`src/rtl/donkey_move_ctl.sv`:
```
// donkey_move_ctl: player-side position controller for the Donkey sprite.
// Converts left/right/jump button levels into registered sprite coordinates.
// Horizontal steps are paced by a free-running move tick; a three-state jump
// FSM (IDLE/RISE/FALL) paced by a jump tick raises and lowers the sprite.
// Optional build macro: DONKEY_VAR_JUMP_EN -- when defined, releasing the jump
// button while rising starts the descent early (variable jump height).
module donkey_move_ctl #(
    parameter int MOVE_CYCLES = 250_000,
    parameter int JUMP_CYCLES = 1_400_000,
    parameter int JUMP_HEIGHT = 58,
    parameter int INIT_XPOS   = 128,
    parameter int GROUND_YPOS = 672,
    parameter int X_MIN       = 0,
    parameter int X_MAX       = 976
) (
    input  logic        clk,
    input  logic        rst,
    input  logic        left,
    input  logic        right,
    input  logic        jump,
    output logic [11:0] xpos,
    output logic [11:0] ypos,
    output logic        airborne,
    output logic        face_left
);

    localparam int MC_W = (MOVE_CYCLES > 1) ? $clog2(MOVE_CYCLES) : 1;
    localparam int JC_W = (JUMP_CYCLES > 1) ? $clog2(JUMP_CYCLES) : 1;

    localparam logic [11:0] X_INIT   = 12'(INIT_XPOS);
    localparam logic [11:0] X_LO     = 12'(X_MIN);
    localparam logic [11:0] X_HI     = 12'(X_MAX);
    localparam logic [11:0] Y_GROUND = 12'(GROUND_YPOS);
    localparam logic [5:0]  H_LAST   = 6'(JUMP_HEIGHT - 1);

`ifdef DONKEY_VAR_JUMP_EN
    localparam bit VAR_JUMP = 1'b1;
`else
    localparam bit VAR_JUMP = 1'b0;
`endif

    typedef enum logic [1:0] {
        S_IDLE = 2'd0,
        S_RISE = 2'd1,
        S_FALL = 2'd2
    } state_t;

    state_t          r_state;
    state_t          w_state_nxt;
    logic [MC_W-1:0] r_move_cnt;
    logic [JC_W-1:0] r_jump_cnt;
    logic [11:0]     r_xpos;
    logic [11:0]     r_ypos;
    logic [11:0]     w_ypos_nxt;
    logic [5:0]      r_h;
    logic [5:0]      w_h_nxt;
    logic            r_airborne;
    logic            r_face_left;
    logic            r_jump_q;
    logic            w_move_tick;
    logic            w_jump_tick;
    logic            w_jump_rise;
    logic            w_jump_start;

    assign w_move_tick  = (r_move_cnt == MC_W'(MOVE_CYCLES - 1));
    assign w_jump_tick  = (r_jump_cnt == JC_W'(JUMP_CYCLES - 1));
    assign w_jump_rise  = jump & ~r_jump_q;
    assign w_jump_start = (r_state == S_IDLE) && w_jump_rise;

    assign xpos      = r_xpos;
    assign ypos      = r_ypos;
    assign airborne  = r_airborne;
    assign face_left = r_face_left;

    // Move pacing counter: free-runs in every state, wraps at terminal count.
    always_ff @(posedge clk or posedge rst) begin
        if (rst) begin
            r_move_cnt <= '0;
        end else if (w_move_tick) begin
            r_move_cnt <= '0;
        end else begin
            r_move_cnt <= r_move_cnt + MC_W'(1);
        end
    end

    // Jump pacing counter: restarts on a new jump so the first step lands
    // exactly one full period after the trigger edge.
    always_ff @(posedge clk or posedge rst) begin
        if (rst) begin
            r_jump_cnt <= '0;
        end else if (w_jump_start || w_jump_tick) begin
            r_jump_cnt <= '0;
        end else begin
            r_jump_cnt <= r_jump_cnt + JC_W'(1);
        end
    end

    // Edge register for the jump button.
    always_ff @(posedge clk or posedge rst) begin
        if (rst) begin
            r_jump_q <= 1'b0;
        end else begin
            r_jump_q <= jump;
        end
    end

    // Horizontal motion: one pixel per move tick, clamped to the screen; the
    // facing direction follows the pressed button even when clamped.
    always_ff @(posedge clk or posedge rst) begin
        if (rst) begin
            r_xpos      <= X_INIT;
            r_face_left <= 1'b0;
        end else if (w_move_tick) begin
            if (left && !right) begin
                r_face_left <= 1'b1;
                if (r_xpos > X_LO) begin
                    r_xpos <= r_xpos - 12'd1;
                end
            end else if (right && !left) begin
                r_face_left <= 1'b0;
                if (r_xpos < X_HI) begin
                    r_xpos <= r_xpos + 12'd1;
                end
            end
        end
    end

    // Jump FSM state, vertical position and rise height registers.
    always_ff @(posedge clk or posedge rst) begin
        if (rst) begin
            r_state    <= S_IDLE;
            r_ypos     <= Y_GROUND;
            r_h        <= '0;
            r_airborne <= 1'b0;
        end else begin
            r_state    <= w_state_nxt;
            r_ypos     <= w_ypos_nxt;
            r_h        <= w_h_nxt;
            r_airborne <= (w_state_nxt != S_IDLE);
        end
    end

    // Jump FSM next-state: rise JUMP_HEIGHT steps, then fall back to ground.
    // An early release only ends the rise once at least one step was taken,
    // so the descent never starts from ground level.
    always_comb begin
        w_state_nxt = r_state;
        w_ypos_nxt  = r_ypos;
        w_h_nxt     = r_h;
        case (r_state)
            S_IDLE: begin
                if (w_jump_rise) begin
                    w_state_nxt = S_RISE;
                    w_h_nxt     = '0;
                end
            end
            S_RISE: begin
                if (VAR_JUMP && !jump && (r_h != 6'd0)) begin
                    w_state_nxt = S_FALL;
                end else if (w_jump_tick) begin
                    w_ypos_nxt = r_ypos - 12'd1;
                    w_h_nxt    = r_h + 6'd1;
                    if (r_h == H_LAST) begin
                        w_state_nxt = S_FALL;
                    end
                end
            end
            S_FALL: begin
                if (w_jump_tick) begin
                    w_ypos_nxt = r_ypos + 12'd1;
                    if ((r_ypos + 12'd1) == Y_GROUND) begin
                        w_state_nxt = S_IDLE;
                    end
                end
            end
            default: begin
                w_state_nxt = S_IDLE;
                w_ypos_nxt  = Y_GROUND;
                w_h_nxt     = '0;
            end
        endcase
    end

endmodule
```
`config.mk`:
```
export PLATFORM = sky130hd
export DESIGN_NAME = donkey_move_ctl
export DESIGN_NICKNAME = d
export VERILOG_FILES = /design/src/rtl/donkey_move_ctl.sv
export SDC_FILE = /design/constraint.sdc
export NUM_CORES = 1
export LEC_CHECK = 0
export CAP_MARGIN = 20
export CORE_UTILIZATION = 35
export DETAILED_ROUTE_END_ITERATION = 10
export REMOVE_ABC_BUFFERS = 1
export SYNTH_ARGS = -nofsm -noshare
export SYNTH_HDL_FRONTEND = slang
export SYNTH_SLANG_ARGS = --single-unit
```
`constraint.sdc`:
```
create_clock -name clk -period 3.5 [get_ports clk]
set_clock_uncertainty 0.15 [all_clocks]
set_input_delay 0.7 -clock clk [delete_from_list [all_inputs] [get_ports clk]]
set_output_delay 0.7 -clock clk [all_outputs]
set_load 0.01 [all_outputs]
```
==> out/summary.txt <==
outcome -> finished clean
Hold Path Depth -> 1
Placed Cells -> 694
Syn Std Cell Area -> 4540 um2
Setup crit end kind -> flop
IO buf count -> 30
vias per cell -> 5.23
cell taking the most area after synthesis -> dfrtp_1
Worst setup SP type -> primary input
antenna violations before repair -> 0
Hold EP -> r_move_cnt[0]
Reg clk slew, reported paths -> 0.06 ns
Initial Utilization -> 36.0%
CTS tree -> yes
FF+latch count, synth -> 74
Antenna diodes -> 0
Post-Synthesis Cells -> 505
max_slew headroom -> 55.4%
DRC -> 0
Layout area overhead -> 18.4%
dpl hpwl -> 6.68 mm
synth warn -> 0
routed len/inst -> 13.8 um
Post-synth EDFFs -> 0
clock tree sinks -> 74
min Tclk post-route -> 3.17 ns
maximum number of pins on one net before global-route repair -> 75
Max IR drop VDD -> 0.244 mV
die area -> 13,400 um2
routed via count -> 3,716
Achievable Freq -> 315 MHz
Core Area -> 12,600 um2
Post-CTS Setup Inserts -> 0
final wirelength -> 9.78 mm
clock root cell -> clkbuf_16
synthesized area per cell -> 8.98 um2
first-iteration detailed-routing DRC count -> 201
Crit-path slowest cell -> clkdlybuf4s50_1
vias in the first global route -> 3,564
Setup crit start -> left
Initial DRT Pass Iterations -> 4
Synth area leaders -> dfrtp_1 (39%), xor2_1 (6.2%), ha_1 (5.8%), nand2_1 (4.9%), o21ai_0 (4.4%)
Top delay family on crit path -> compound AO/OA/AOI/OAI gates
Main synth FF type -> dfrtp_1
CP max stage delay -> 0.46 ns
asr flop ratio synth -> 100%
H-tree levels -> 3
final core occ -> 42.6%
Pins Over Slew Limit -> 0
power density over the cells -> 368 nW/um2
FF-to-FF path depth -> 8
global-route wire length before repair -> 16.8 mm
Boundary Pins -> 31
WS Path Type -> primary input to flop
count leader, synth -> dfrtp_1
Worst-Skew Late Latency -> 0.34 ns
share of the synthesized area in the top cell type -> 38.6%
static leakage -> 0.00239 uW
Hold Path Class -> flop to flop
layout cell share with drive strength beyond 1 -> 7.81%
hold path startpoint -> r_move_cnt[0]
number of unique standard cell types used by synthesis -> 57
Post-synth top cells -> dfrtp_1 (70), nand2_1 (59), nor2_1 (49)
max cap viols -> 0
Fin Hold WS -> 0.314 ns
Routed Antenna Nets -> 0
Remaining Overflow, GRT -> 0
CTS buffer count -> 9
WP data arrival -> 3.23 ns
final RePlAce weighted congestion -> 0.862
# fillers -> 1,280
die width -> 116 um
R2R Path Start -> ypos[0]
worst-margin pin slew -> 0.668 ns
FP Rows -> 41
Non-Filler Instances -> 710
die span in y -> 116 um
CP Max Fanout -> 12
final worst-path cycle share -> 90.7%
Reg2Reg Capture Point -> airborne
final hold viol count -> 0
Setup violations, final -> 0
R2R Setup Slk -> 0.63 ns
Layout Nets -> 560
CP Buf/Inv Count -> 1
Seq/Total Area, Yosys -> 40.9%
CP cell instances -> clkdlybuf4s50_1 -> ha_2 -> ha_1 -> a211oi_1 -> nor2_1 -> o31ai_1 -> a21oi_1 -> nor4_1 -> a2111oi_1 -> xor2_1
Worst EP required -> 3.55 ns
All-Layer GR Usage -> 15.8%
Longest Clk Path Bufs -> 2
Pwr Total -> 1970 uW
RSZ-0062 raised after global routing -> no
==> layout make-up <==
class	instances	area, um2	area share [%]
Timing Repair Buffer	39	380	7.08
Inverter	17	63.8	1.19
Clock inverter	5	85.1	1.58
Tap cell	172	215	4.01
Clock buffer	11	253	4.71
Sequential cell	74	1860	34.6
Multi-Input combinational cell	392	2520	46.9
==> layer usage <==
metal	vias to the layer above	track usage, %	wire (um)
li1	1849	-	-
met5	-	0	0
met1	1763	21.1	4740
met4	0	6.50	182
met3	17	3.40	403
met2	87	24.6	4450
==> flip-flops by register name, indices dropped and copies added (netlist names) <==
name	flops
r_state	2
r_move_cnt	18
r_h	6
airborne	1
ypos	12
xpos	12
r_jump_cnt	21
r_jump_q	1
face_left	1
==> where the power goes <==
part	leakage, uW	internal (uW)	switching [uW]
combinational	0.00126	30.4	44.6
clock	0.000162	667	369
sequential	0.000976	859	4.21
total	0.00239	1560	418
==> placed cells by master (no fill, tap or decap), drive strengths merged, types with 3 or more instances in the layout <==
| cell | n |
|---|---|
| nor4 | 8 |
| xnor2 | 19 |
| o31a | 3 |
| a21oi | 21 |
| and3 | 13 |
| or3 | 8 |
| o21ai | 40 |
| buf | 9 |
| nand3 | 19 |
| xor2 | 32 |
| inv | 18 |
| or4 | 3 |
| clkdlybuf4s50 | 30 |
| a221o | 4 |
| or2 | 4 |
| a21o | 7 |
| and4 | 5 |
| ha | 21 |
| clkbuf | 11 |
| a211oi | 4 |
| nor4b | 4 |
| dfstp | 4 |
| nor2 | 49 |
| dfrtp | 70 |
| nand2 | 59 |
| mux2i | 3 |
| nand4 | 14 |
| mux2 | 3 |
| nor3 | 15 |
| nand2b | 4 |
==> worst reg2reg max path, cell delays in order (launching register included) <==
cell and delay (ns):
dfrtp_1 0.54, ha_1 0.32, nand4_1 0.20, or4_1 0.50, xnor2_1 0.15, a2111o_1 0.34
nand2b_4 0.16, a221oi_2 0.26, o21bai_1 0.13
==> through the flow <==
step                TNS, ns  cell area [um2]  setup slack (ns)
global route              0             5370             0.122
finish                    0             5370             0.325
global placement    -0.0332             5030           -0.0332
floorplan                 0             4430             0.598
detailed placement   -0.280             5030            -0.127
CTS                       0             5370             0.180
==> kinds of logic after synthesis <==
logic type | share of synthesized area, %
compound gates | 14.3
buf+inv | 3.67
xor+xnor | 9.85
mux | 1.49
fa+ha+maj | 6.23
flops | 40.9
simple gates | 23.6
==> what timing repair did <==
action                     CTS  global route
resized for setup            0             1
setup endpoints to repair    0             1
hold buffers                 0             0
==> how the worst max path moves through the flow <==
stage               endpoint  slack [ns]  cells after the start
detailed placement  xpos[11]       -0.13                      9
floorplan           xpos[11]        0.60                      9
global placement    xpos[11]       -0.03                      9
CTS                 xpos[11]        0.18                     10
finish              xpos[11]        0.33                     10
global route        xpos[11]        0.12                     10
Power figures use the tool's default switching activity.
